==> src/rtl/ov7670_sccb_init_seq.sv <==
// OV7670 SCCB init sequencer: walks a {reg,val} sync ROM and writes
// each entry through i2c_master's cmd/data AXI-stream host ports.
// Ports: start/active/done/error/err_index status, rom_addr/rom_data
// table fetch, s_axis_cmd_* and s_axis_data_* to i2c_master, busy and
// missed_ack from it, constant prescale/stop_on_idle/cmd_address.
// SCCB_VERIFY_EN: read each written register back and compare.
module ov7670_sccb_init_seq #(
  parameter logic [6:0]  DEV_ADDR = 7'h21,
  parameter int          DEPTH    = 64,
  parameter int          CLK_HZ   = 100_000_000,
  parameter logic [15:0] PRESCALE = 16'd63,
  parameter int          RETRIES  = 3,
  localparam int         AW       = $clog2(DEPTH)
) (
  input  logic          clk,
  input  logic          reset_,
  input  logic          start,
  output logic [AW-1:0] rom_addr,
  input  logic [15:0]   rom_data,
  output logic [6:0]    s_axis_cmd_address,
  output logic          s_axis_cmd_start,
  output logic          s_axis_cmd_read,
  output logic          s_axis_cmd_write,
  output logic          s_axis_cmd_write_multiple,
  output logic          s_axis_cmd_stop,
  output logic          s_axis_cmd_valid,
  input  logic          s_axis_cmd_ready,
  output logic [7:0]    s_axis_data_tdata,
  output logic          s_axis_data_tvalid,
  output logic          s_axis_data_tlast,
  input  logic          s_axis_data_tready,
  input  logic [7:0]    m_axis_data_tdata,
  input  logic          m_axis_data_tvalid,
  output logic          m_axis_data_tready,
  input  logic          busy,
  input  logic          missed_ack,
  output logic [15:0]   prescale,
  output logic          stop_on_idle,
  output logic          active,
  output logic          done,
  output logic          error,
  output logic [AW-1:0] err_index
);

  localparam int MS = (CLK_HZ / 1000 > 0) ? CLK_HZ / 1000 : 1;
  localparam int CW = (MS > 1) ? $clog2(MS) : 1;
  localparam int RW = (RETRIES > 0) ? $clog2(RETRIES + 1) : 1;

  typedef enum logic [4:0] {
    S_IDLE,
    S_FETCH,
    S_DECODE,
    S_CMD,
    S_D0,
    S_D1,
    S_WAIT,
    S_DELAY,
    S_NEXT,
    S_DONE,
    S_ERR
`ifdef SCCB_VERIFY_EN
    ,
    S_VCMD,
    S_VD,
    S_VWAIT,
    S_RCMD,
    S_RDATA,
    S_RWAIT
`endif
  } state_t;

  state_t        state;
  logic [7:0]    reg_q;
  logic [7:0]    val_q;
  logic [7:0]    ms_left;
  logic [CW-1:0] cyc;
  logic [RW-1:0] retry_cnt;
  logic          nack;

  logic cmd_hs;
  logic dat_hs;
  logic fail_now;
  logic can_retry;
  logic at_end;

  assign s_axis_cmd_address = DEV_ADDR;
  assign prescale           = PRESCALE;
  assign stop_on_idle       = 1'b0;

  assign cmd_hs    = s_axis_cmd_valid && s_axis_cmd_ready;
  assign dat_hs    = s_axis_data_tvalid && s_axis_data_tready;
  assign can_retry = retry_cnt < RW'(RETRIES);
  assign at_end    = rom_addr == AW'(DEPTH - 1);

`ifdef SCCB_VERIFY_EN
  logic mismatch;

  assign fail_now = nack || missed_ack ||
                    (state == S_RWAIT && mismatch);
`else
  logic unused_m_axis;

  assign unused_m_axis = &{1'b0, m_axis_data_tdata,
                           m_axis_data_tvalid};
  assign fail_now = nack || missed_ack;
  assign m_axis_data_tready = 1'b0;
`endif

  always_ff @(posedge clk or negedge reset_) begin
    if (!reset_) begin
      state                     <= S_IDLE;
      rom_addr                  <= '0;
      err_index                 <= '0;
      retry_cnt                 <= '0;
      s_axis_cmd_start          <= 1'b0;
      s_axis_cmd_read           <= 1'b0;
      s_axis_cmd_write          <= 1'b0;
      s_axis_cmd_write_multiple <= 1'b0;
      s_axis_cmd_stop           <= 1'b0;
      s_axis_cmd_valid          <= 1'b0;
      s_axis_data_tdata         <= 8'h00;
      s_axis_data_tvalid        <= 1'b0;
      s_axis_data_tlast         <= 1'b0;
      active                    <= 1'b0;
      done                      <= 1'b0;
      error                     <= 1'b0;
      reg_q                     <= 8'h00;
      val_q                     <= 8'h00;
      ms_left                   <= 8'h00;
      cyc                       <= '0;
      nack                      <= 1'b0;
`ifdef SCCB_VERIFY_EN
      m_axis_data_tready        <= 1'b0;
      mismatch                  <= 1'b0;
`endif
    end else begin
      // sticky NACK for the current entry; cleared on each CMD load
      if (missed_ack && active) nack <= 1'b1;

      unique case (state)
        S_IDLE, S_DONE, S_ERR: begin
          if (start) begin
            rom_addr  <= '0;
            retry_cnt <= '0;
            done      <= 1'b0;
            error     <= 1'b0;
            active    <= 1'b1;
            state     <= S_FETCH;
          end
        end

        S_FETCH: state <= S_DECODE;

        S_DECODE: begin
          reg_q <= rom_data[15:8];
          val_q <= rom_data[7:0];
          if (rom_data == 16'hFFFF) begin
            done   <= 1'b1;
            active <= 1'b0;
            state  <= S_DONE;
          end else if (rom_data[15:8] == 8'hFF) begin
            ms_left <= rom_data[7:0];
            cyc     <= '0;
            state   <= (rom_data[7:0] == 8'h00) ? S_NEXT : S_DELAY;
          end else begin
            s_axis_cmd_start          <= 1'b1;
            s_axis_cmd_read           <= 1'b0;
            s_axis_cmd_write          <= 1'b0;
            s_axis_cmd_write_multiple <= 1'b1;
            s_axis_cmd_stop           <= 1'b1;
            s_axis_cmd_valid          <= 1'b1;
            nack                      <= 1'b0;
            state                     <= S_CMD;
          end
        end

        S_CMD: begin
          if (cmd_hs) begin
            s_axis_cmd_valid          <= 1'b0;
            s_axis_cmd_start          <= 1'b0;
            s_axis_cmd_write_multiple <= 1'b0;
            s_axis_cmd_stop           <= 1'b0;
            s_axis_data_tdata         <= reg_q;
            s_axis_data_tlast         <= 1'b0;
            s_axis_data_tvalid        <= 1'b1;
            state                     <= S_D0;
          end
        end

        S_D0: begin
          if (dat_hs) begin
            s_axis_data_tdata <= val_q;
            s_axis_data_tlast <= 1'b1;
            state             <= S_D1;
          end
        end

        S_D1: begin
          if (dat_hs) begin
            s_axis_data_tvalid <= 1'b0;
            s_axis_data_tlast  <= 1'b0;
            state              <= S_WAIT;
          end
        end

        S_WAIT
`ifdef SCCB_VERIFY_EN
        , S_VWAIT, S_RWAIT
`endif
        : begin
          if (!busy) begin
            if (fail_now && can_retry) begin
              retry_cnt                 <= retry_cnt + 1'b1;
              s_axis_cmd_start          <= 1'b1;
              s_axis_cmd_read           <= 1'b0;
              s_axis_cmd_write          <= 1'b0;
              s_axis_cmd_write_multiple <= 1'b1;
              s_axis_cmd_stop           <= 1'b1;
              s_axis_cmd_valid          <= 1'b1;
              nack                      <= 1'b0;
              state                     <= S_CMD;
            end else if (fail_now) begin
              err_index <= rom_addr;
              error     <= 1'b1;
              active    <= 1'b0;
              state     <= S_ERR;
`ifdef SCCB_VERIFY_EN
            end else if (state == S_WAIT && reg_q != 8'h12) begin
              // COM7 soft-resets the sensor, so it cannot be read back
              s_axis_cmd_start <= 1'b1;
              s_axis_cmd_write <= 1'b1;
              s_axis_cmd_stop  <= 1'b1;
              s_axis_cmd_valid <= 1'b1;
              state            <= S_VCMD;
            end else if (state == S_VWAIT) begin
              s_axis_cmd_start <= 1'b1;
              s_axis_cmd_read  <= 1'b1;
              s_axis_cmd_stop  <= 1'b1;
              s_axis_cmd_valid <= 1'b1;
              state            <= S_RCMD;
`endif
            end else begin
              retry_cnt <= '0;
              state     <= S_NEXT;
            end
          end
        end

        S_DELAY: begin
          if (cyc == CW'(MS - 1)) begin
            cyc <= '0;
            if (ms_left == 8'd1) state <= S_NEXT;
            else ms_left <= ms_left - 8'd1;
          end else begin
            cyc <= cyc + 1'b1;
          end
        end

        S_NEXT: begin
          // no wrap: running off the table counts as the end marker
          if (at_end) begin
            done   <= 1'b1;
            active <= 1'b0;
            state  <= S_DONE;
          end else begin
            rom_addr <= rom_addr + 1'b1;
            state    <= S_FETCH;
          end
        end

`ifdef SCCB_VERIFY_EN
        S_VCMD: begin
          if (cmd_hs) begin
            s_axis_cmd_valid   <= 1'b0;
            s_axis_cmd_start   <= 1'b0;
            s_axis_cmd_write   <= 1'b0;
            s_axis_cmd_stop    <= 1'b0;
            s_axis_data_tdata  <= reg_q;
            s_axis_data_tlast  <= 1'b1;
            s_axis_data_tvalid <= 1'b1;
            state              <= S_VD;
          end
        end

        S_VD: begin
          if (dat_hs) begin
            s_axis_data_tvalid <= 1'b0;
            s_axis_data_tlast  <= 1'b0;
            state              <= S_VWAIT;
          end
        end

        S_RCMD: begin
          if (cmd_hs) begin
            s_axis_cmd_valid   <= 1'b0;
            s_axis_cmd_start   <= 1'b0;
            s_axis_cmd_read    <= 1'b0;
            s_axis_cmd_stop    <= 1'b0;
            m_axis_data_tready <= 1'b1;
            mismatch           <= 1'b0;
            state              <= S_RDATA;
          end
        end

        S_RDATA: begin
          if (m_axis_data_tvalid) begin
            m_axis_data_tready <= 1'b0;
            mismatch           <= m_axis_data_tdata != val_q;
            state              <= S_RWAIT;
          end else if (!busy) begin
            // transfer ended with no byte: treat as a failed readback
            m_axis_data_tready <= 1'b0;
            mismatch           <= 1'b1;
            state              <= S_RWAIT;
          end
        end
`endif

        default: state <= S_IDLE;
      endcase
    end
  end

endmodule
==> config.mk <==
export PLATFORM = sky130hd
export DESIGN_NAME = ov7670_sccb_init_seq
export DESIGN_NICKNAME = d
export VERILOG_FILES = /design/src/rtl/ov7670_sccb_init_seq.sv
export SDC_FILE = /design/constraint.sdc
export NUM_CORES = 1
export LEC_CHECK = 0
export CAP_MARGIN = 5
export CORE_ASPECT_RATIO = 1.1
export CORE_MARGIN = 4
export CORE_UTILIZATION = 35
export CTS_CLUSTER_DIAMETER = 50
export DETAILED_ROUTE_END_ITERATION = 7
export DONT_BUFFER_PORTS = 1
export MAX_ROUTING_LAYER = met4
export PLACE_DENSITY_LB_ADDON = 0.1
export SKIP_LAST_GASP = 1
export SYNTH_ARGS = -nofsm -noshare
export SYNTH_HDL_FRONTEND = slang
export SYNTH_SLANG_ARGS = --single-unit
==> constraint.sdc <==
create_clock -name clk -period 3.2 [get_ports clk]
set_input_delay 0.96 -clock clk [delete_from_list [all_inputs] [get_ports clk]]
set_output_delay 0.96 -clock clk [all_outputs]
set_load 0.05 [all_outputs]
==> impl_metrics.env, run 1 <==
export IMPL_status="finished, final reports clean"
export IMPL_synth_top_area_share=0.436
export IMPL_pre_cts_slack_ps=483
export IMPL_power_frac_clock=0.236
export IMPL_setup_slack_ps=734
export IMPL_post_cts_setup_buffer_count=0
export IMPL_layout_min_cycle_time_ps=2470
export IMPL_syn_instance_count=451
export IMPL_cts_repair_resized=0
export IMPL_dpl_cell_area_mm2=0.00425
export IMPL_antenna_violating_nets_post_route=0
export IMPL_n_fill_cell=1173
export IMPL_worst_pin_slew_ps=903
export IMPL_clock_transition_at_path_regs_ps=60
export IMPL_n_antenna_cell=0
export IMPL_timing_reg2reg_setup_slack_ps=730
export IMPL_grt_met1_usage=0.191
export IMPL_ys_seq_elements=74
export IMPL_clk_insertion_delay_late_ps=340
export IMPL_max_cap_violations=0
export IMPL_yosysWarnings=0
export IMPL_dr_pass1_iters=4
export IMPL_largest_family_of_logic_cells_by_synthesized_area="simple AND/OR/NAND/NOR gates"
export IMPL_total_switching_power_w=0.00191
export IMPL_ir_drop_uv=488
export IMPL_synth_adder_area_share=0.0147
export IMPL_first_iter_violations=202
export IMPL_routed_wire_length_per_instance_um=16.9
export IMPL_combPwrFrac=0.335
export IMPL_final_layout_size_suffix_gt1_frac=0.140
export IMPL_power_leakage_nw=1.87
export IMPL_yosys_area_share_xor_xnor=0.00619
export IMPL_muxShareOfSynthArea=0.0872
export IMPL_start_util=0.365
export IMPL_cts_buffers=9
export IMPL_edff_count_synth=0
export IMPL_place_gp_congestion=0.860
export IMPL_layout_cells_most_common="dfrtp_1"
export IMPL_wl_final_mm=10.2
export IMPL_cpPeakStageDelay_ps=640
export IMPL_power_per_cell_area_mw_per_mm2=967
export IMPL_timing_fmax_mhz=405
export IMPL_worst_endpoint_arrival_ps=2690
export IMPL_fraction_of_registers_with_async_set_reset=1.00
export IMPL_timing_setup_critical_path_class="reg -> reg"
export IMPL_final_cell_area_mm2=0.00455
export IMPL_synthesis_area_mm2=0.00425
export IMPL_final_period_utilization=0.771
export IMPL_synth_top_cells_by_area="dfrtp_1, mux2_2, buf_4"
export IMPL_tritoncts_clock_tree="yes"
export IMPL_synth_seq_area_share=0.436
export IMPL_cts_num_sinks=74
export IMPL_rsz_0062_raised_after_global_routing="no"
export IMPL_synth_compound_area_frac=0.158
export IMPL_num_rows=41
export IMPL_cts_root_buf="clkbuf_16"
export IMPL_gr_total_overflow=0
export IMPL_detail_route_vias_per_cell=5.28
export IMPL_remaining_drc_errors=0
export IMPL_seq_power_share=0.429
export IMPL_p_int_w=0.00249
export IMPL_design_power_total_w=0.00440
export IMPL_crit_path_top_delay_cell="or4_1"
export IMPL_max_slew_margin=0.398
export IMPL_pin_count=88
export IMPL_timing_critical_path_to_type="flip-flop"
export IMPL_syn2layout_area_growth_pct=7.19
export IMPL_timing_final_setup_violations=0
export IMPL_dieWidth_um=113
export IMPL_grt_start_max_net_pins=75
export IMPL_finish_utilization=0.391
export IMPL_hold_path_class="in -> async"
export IMPL_yosysTopAreaCell="dfrtp_1"
export IMPL_reg2reg_depth=4
export IMPL_grt_use_met3=0.0465
export IMPL_placement_io_buffers=0
export IMPL_global_route_usage_total=0.154
export IMPL_wire_length_of_the_first_global_routing_pass_mm=16.6
export IMPL_top_usage_layer="met2"
export IMPL_final_hold_violation_count=0
export IMPL_final_setup_tns_ps=0
export IMPL_synth_lib_cells_used_distinct=58
export IMPL_power_switching_share=0.434
export IMPL_cp_startpoint_kind="flip-flop"
export IMPL_vias=3174
export IMPL_globalRouteMet2Util=0.241
export IMPL_antenna_found_initial=0
export IMPL_cts_path_max_buffers=2
export IMPL_final_net_count=483
export IMPL_final_cell_mix="dfrtp_1, o21ai_0, a21oi_1"
export IMPL_finalMaxSlewViolations=0
export IMPL_die_area_mm2=0.0140
export IMPL_r2r_start="state[1]"
export IMPL_post_dp_hpwl_mm=7.05
export IMPL_postSynthAreaPerCell_um2=9.41
export IMPL_skew_final_ps=7.78
export IMPL_post_synth_and_or_nand_nor_area_fraction=0.198
export IMPL_critPathMaxFanout=29
export IMPL_first_global_vias=3167
export IMPL_worst_r2r_endpoint="state[2]"
export IMPL_die_height_um=124
export IMPL_path_cells="and4b_2 -> o41a_1 -> or4_1 -> a221o_1"
export IMPL_holdBufCountCts=0
export IMPL_design_core_area_mm2=0.0116
export IMPL_h_tree_level_count=3
export IMPL_critical_path_required_ps=3420
export IMPL_synthFlopType="dfrtp_1"
## sequential cells by signal (all words and copies together), names as in the netlist, 2 cells and up
register	flops
state	4
ms_left	8
val_q	8
err_index	6
cyc	17
rom_addr	6
retry_cnt	2
reg_q	8
s_axis_data_tdata	8
## worst max-delay path, delay by kind of cell (launching register included)
family	cells	cell delay, ps
simple gates	2	1170
compound gates	2	600
flops	1	580
## Yosys cell counts, types with 11 or more instances
cell type and instances:
dfrtp_1 74, o21ai_0 37, a21oi_1 36, nand2_1 35, nor2_1 34, buf_4 30
mux2_2 24, nand3_1 16, nand4_1 13, clkbuf_1 12, inv_1 11
## kinds of logic (layout without fill, tap and decap cells)
family                     count (synthesis)  in the layout
DFF                                       74             74
muxes                                     34             34
adders and majority gates                  5              5
buffers and inverters                     63             38
other                                      2             27
and+or+nand+nor                          158            158
AOI/OAI and AO/OA                        112            112
xor gates and xnor gates                   3              3
## final cells by class
type / count / area [um2] / share of cell area
inverter: 11 / 41.3 / 0.00907
tap: 150 / 188 / 0.0412
clock buffer: 10 / 239 / 0.0525
clock inverter: 6 / 66.3 / 0.0146
timing repair buffer: 11 / 82.6 / 0.0181
sequential: 74 / 1850 / 0.407
multi-input combinational: 339 / 2080 / 0.457
## per-stage QoR
step,hold slack [ps],cells
finish,317,601
CTS,302,601
global route,298,601
global placement,487,585
detailed placement,495,585
floorplan,474,476
## power by group through the flow
stage	clock network (W)	logic (W)	registers [W]
after floorplan	0	0.00132	0.00181
after global placement	0	0.00148	0.00190
after detailed placement	0	0.00148	0.00190
after CTS	0.00107	0.00149	0.00189
after global routing	0.00111	0.00164	0.00194
final	0.00104	0.00147	0.00189
## how the worst max path moves through the flow
stage / start / end / slack, ps / depth (start not counted)
detailed placement: rom_data[3] / cyc[12] / 480 / 5
global placement: rom_data[3] / cyc[12] / 550 / 5
floorplan: cyc[0] / state[2] / 780 / 8
global route: cyc[0] / state[2] / 610 / 6
CTS: ms_left[5] / state[2] / 730 / 4
finish: state[1] / state[2] / 730 / 4
## routing by layer
layer,up-vias,part of all wire
met3,16,0.056
met1,1530,0.45
met4,0,0.016
li1,1560,-
met5,-,0
met2,68,0.48
(Power assumes the default switching activity.)
==> inputs of run 2 (changes only) <==
==> constraint.sdc (replaced) <==
create_clock -name clk -period 2.1 [get_ports clk]
set_input_delay 0.63 -clock clk [delete_from_list [all_inputs] [get_ports clk]]
set_output_delay 0.63 -clock clk [all_outputs]
set_load 0.05 [all_outputs]
==> impl_metrics.env, run 2 (synthesized netlist as in run 1, its figures left out) <==
export IMPL_status="finished, violations left"
export IMPL_failing_checks="hold timing, setup timing"
export IMPL_setup_slack_ps=-73.9
export IMPL_final_period_utilization=1.04
export IMPL_cts_num_sinks=74
export IMPL_post_dp_hpwl_mm=7.93
export IMPL_antenna_found_initial=0
export IMPL_routed_wire_length_per_instance_um=16.2
export IMPL_clk_insertion_delay_late_ps=340
export IMPL_first_iter_violations=169
export IMPL_n_antenna_cell=0
export IMPL_ir_drop_uv=732
export IMPL_gr_total_overflow=0
export IMPL_max_reg_flops=17
export IMPL_hold_path_class="in -> async"
export IMPL_global_route_usage_total=0.164
export IMPL_power_per_cell_area_mw_per_mm2=1490
export IMPL_design_core_area_mm2=0.0116
export IMPL_critPathMaxFanout=4
export IMPL_finalMaxSlewViolations=0
export IMPL_clock_transition_at_path_regs_ps=60
export IMPL_cts_root_buf="clkbuf_16"
export IMPL_dp_cells=644
export IMPL_die_area_mm2=0.0140
export IMPL_placement_io_buffers=0
export IMPL_final_hold_violation_count=11
export IMPL_dieWidth_um=113
export IMPL_cts_path_max_buffers=2
export IMPL_remaining_drc_errors=0
export IMPL_max_slew_margin=0.638
export IMPL_final_cell_mix="dfrtp_1, buf_4, o21ai_0, a21oi_1, nand2_1"
export IMPL_layout_cells_most_common="dfrtp_1"
export IMPL_rsz_0062_raised_after_global_routing="yes"
export IMPL_start_util=0.365
export IMPL_grt_start_max_net_pins=75
export IMPL_antenna_violating_nets_post_route=0
export IMPL_wire_length_of_the_first_global_routing_pass_mm=17.7
export IMPL_layout_min_cycle_time_ps=2170
export IMPL_cts_buffers=9
export IMPL_timing_setup_critical_path_class="reg -> reg"
export IMPL_syn2layout_area_growth_pct=19.5
export IMPL_h_tree_level_count=3
export IMPL_timing_critical_path_to_type="flip-flop"
export IMPL_num_rows=41
export IMPL_critical_path_required_ps=2320
export IMPL_timing_final_setup_violations=4
export IMPL_skew_final_ps=8.62
export IMPL_die_height_um=124
export IMPL_final_layout_size_suffix_gt1_frac=0.255
export IMPL_worst_pin_slew_ps=548
export IMPL_first_global_vias=3480
export IMPL_cp_startpoint_kind="flip-flop"
export IMPL_max_cap_violations=0
export IMPL_tritoncts_clock_tree="yes"
export IMPL_timing_fmax_mhz=460
export IMPL_detail_route_vias_per_cell=5.26
export IMPL_pre_cts_slack_ps=-220
export IMPL_finalHoldWorstSlack_ps=-8.62
export IMPL_largest_register="cyc"
export IMPL_vias=3474
export IMPL_final_cells=660
export IMPL_post_cts_setup_buffer_count=0
export IMPL_final_net_count=542
export IMPL_pin_count=88
export IMPL_power_leakage_nw=2.19
export IMPL_dr_pass1_iters=4
export IMPL_place_gp_congestion=0.879
export IMPL_wl_final_mm=10.7
export IMPL_worst_endpoint_arrival_ps=2390
export IMPL_final_setup_tns_ps=-140
-- run 2: critical path: stages (launching register included) --
cell and delay (ps):
dfrtp_1 370, or4_4 540, o41a_1 360, or4_4 460, a221o_1 320
-- run 2: repair_timing --
item	CTS	global route
hold endpoints to repair	74	74
endpoints found under the setup margin	4	18
gates resized for setup	1	4
pin swaps	1	0
-- run 2: layer usage --
layer / vias up / global-route usage / part of all wire
li1: 1687 / - / -
met1: 1720 / 0.199 / 0.44
met2: 54 / 0.268 / 0.50
met3: 13 / 0.0382 / 0.041
met4: 0 / 0.0601 / 0.017
met5: - / - / 0
-- run 2: area by class of cell --
cell class | count | area, um2
fillers | 1130 | 6570
repair buffers | 70 | 538
flip-flops and latches | 74 | 1850
clock inverters | 7 | 106
inverters | 11 | 41.3
multi-input cells | 339 | 2120
well taps | 150 | 188
clock buffers | 9 | 225
-- run 2: worst paths after layout --
path / start / end / slack (ps) / depth (start not counted)
max: ms_left[3] / state[2] / -70 / 4
min: reset_ / cyc[10] / -9 / 0
max reg2reg: ms_left[3] / state[2] / -70 / 4
min reg2reg: reg_q[2] / reg_q[2] / 510 / 1
max in group asynchronous: reset_ / s_axis_cmd_valid / 1910 / 0
min in group clk: rom_data[13] / reg_q[5] / 440 / 1
-- run 2: stage by stage --
stage                util  cell area [um2]  power (W)
global placement    0.405             4720    0.00578
detailed placement  0.405             4720    0.00582
finish              0.436             5070    0.00755
floorplan               -             4370    0.00480
global route        0.436             5070    0.00804
CTS                 0.434             5050    0.00760
-- run 2: power breakdown --
part | internal [W] | switching, W
clock | 0.00106 | 0.000666
combinational | 0.00145 | 0.00169
sequential | 0.00193 | 0.000749
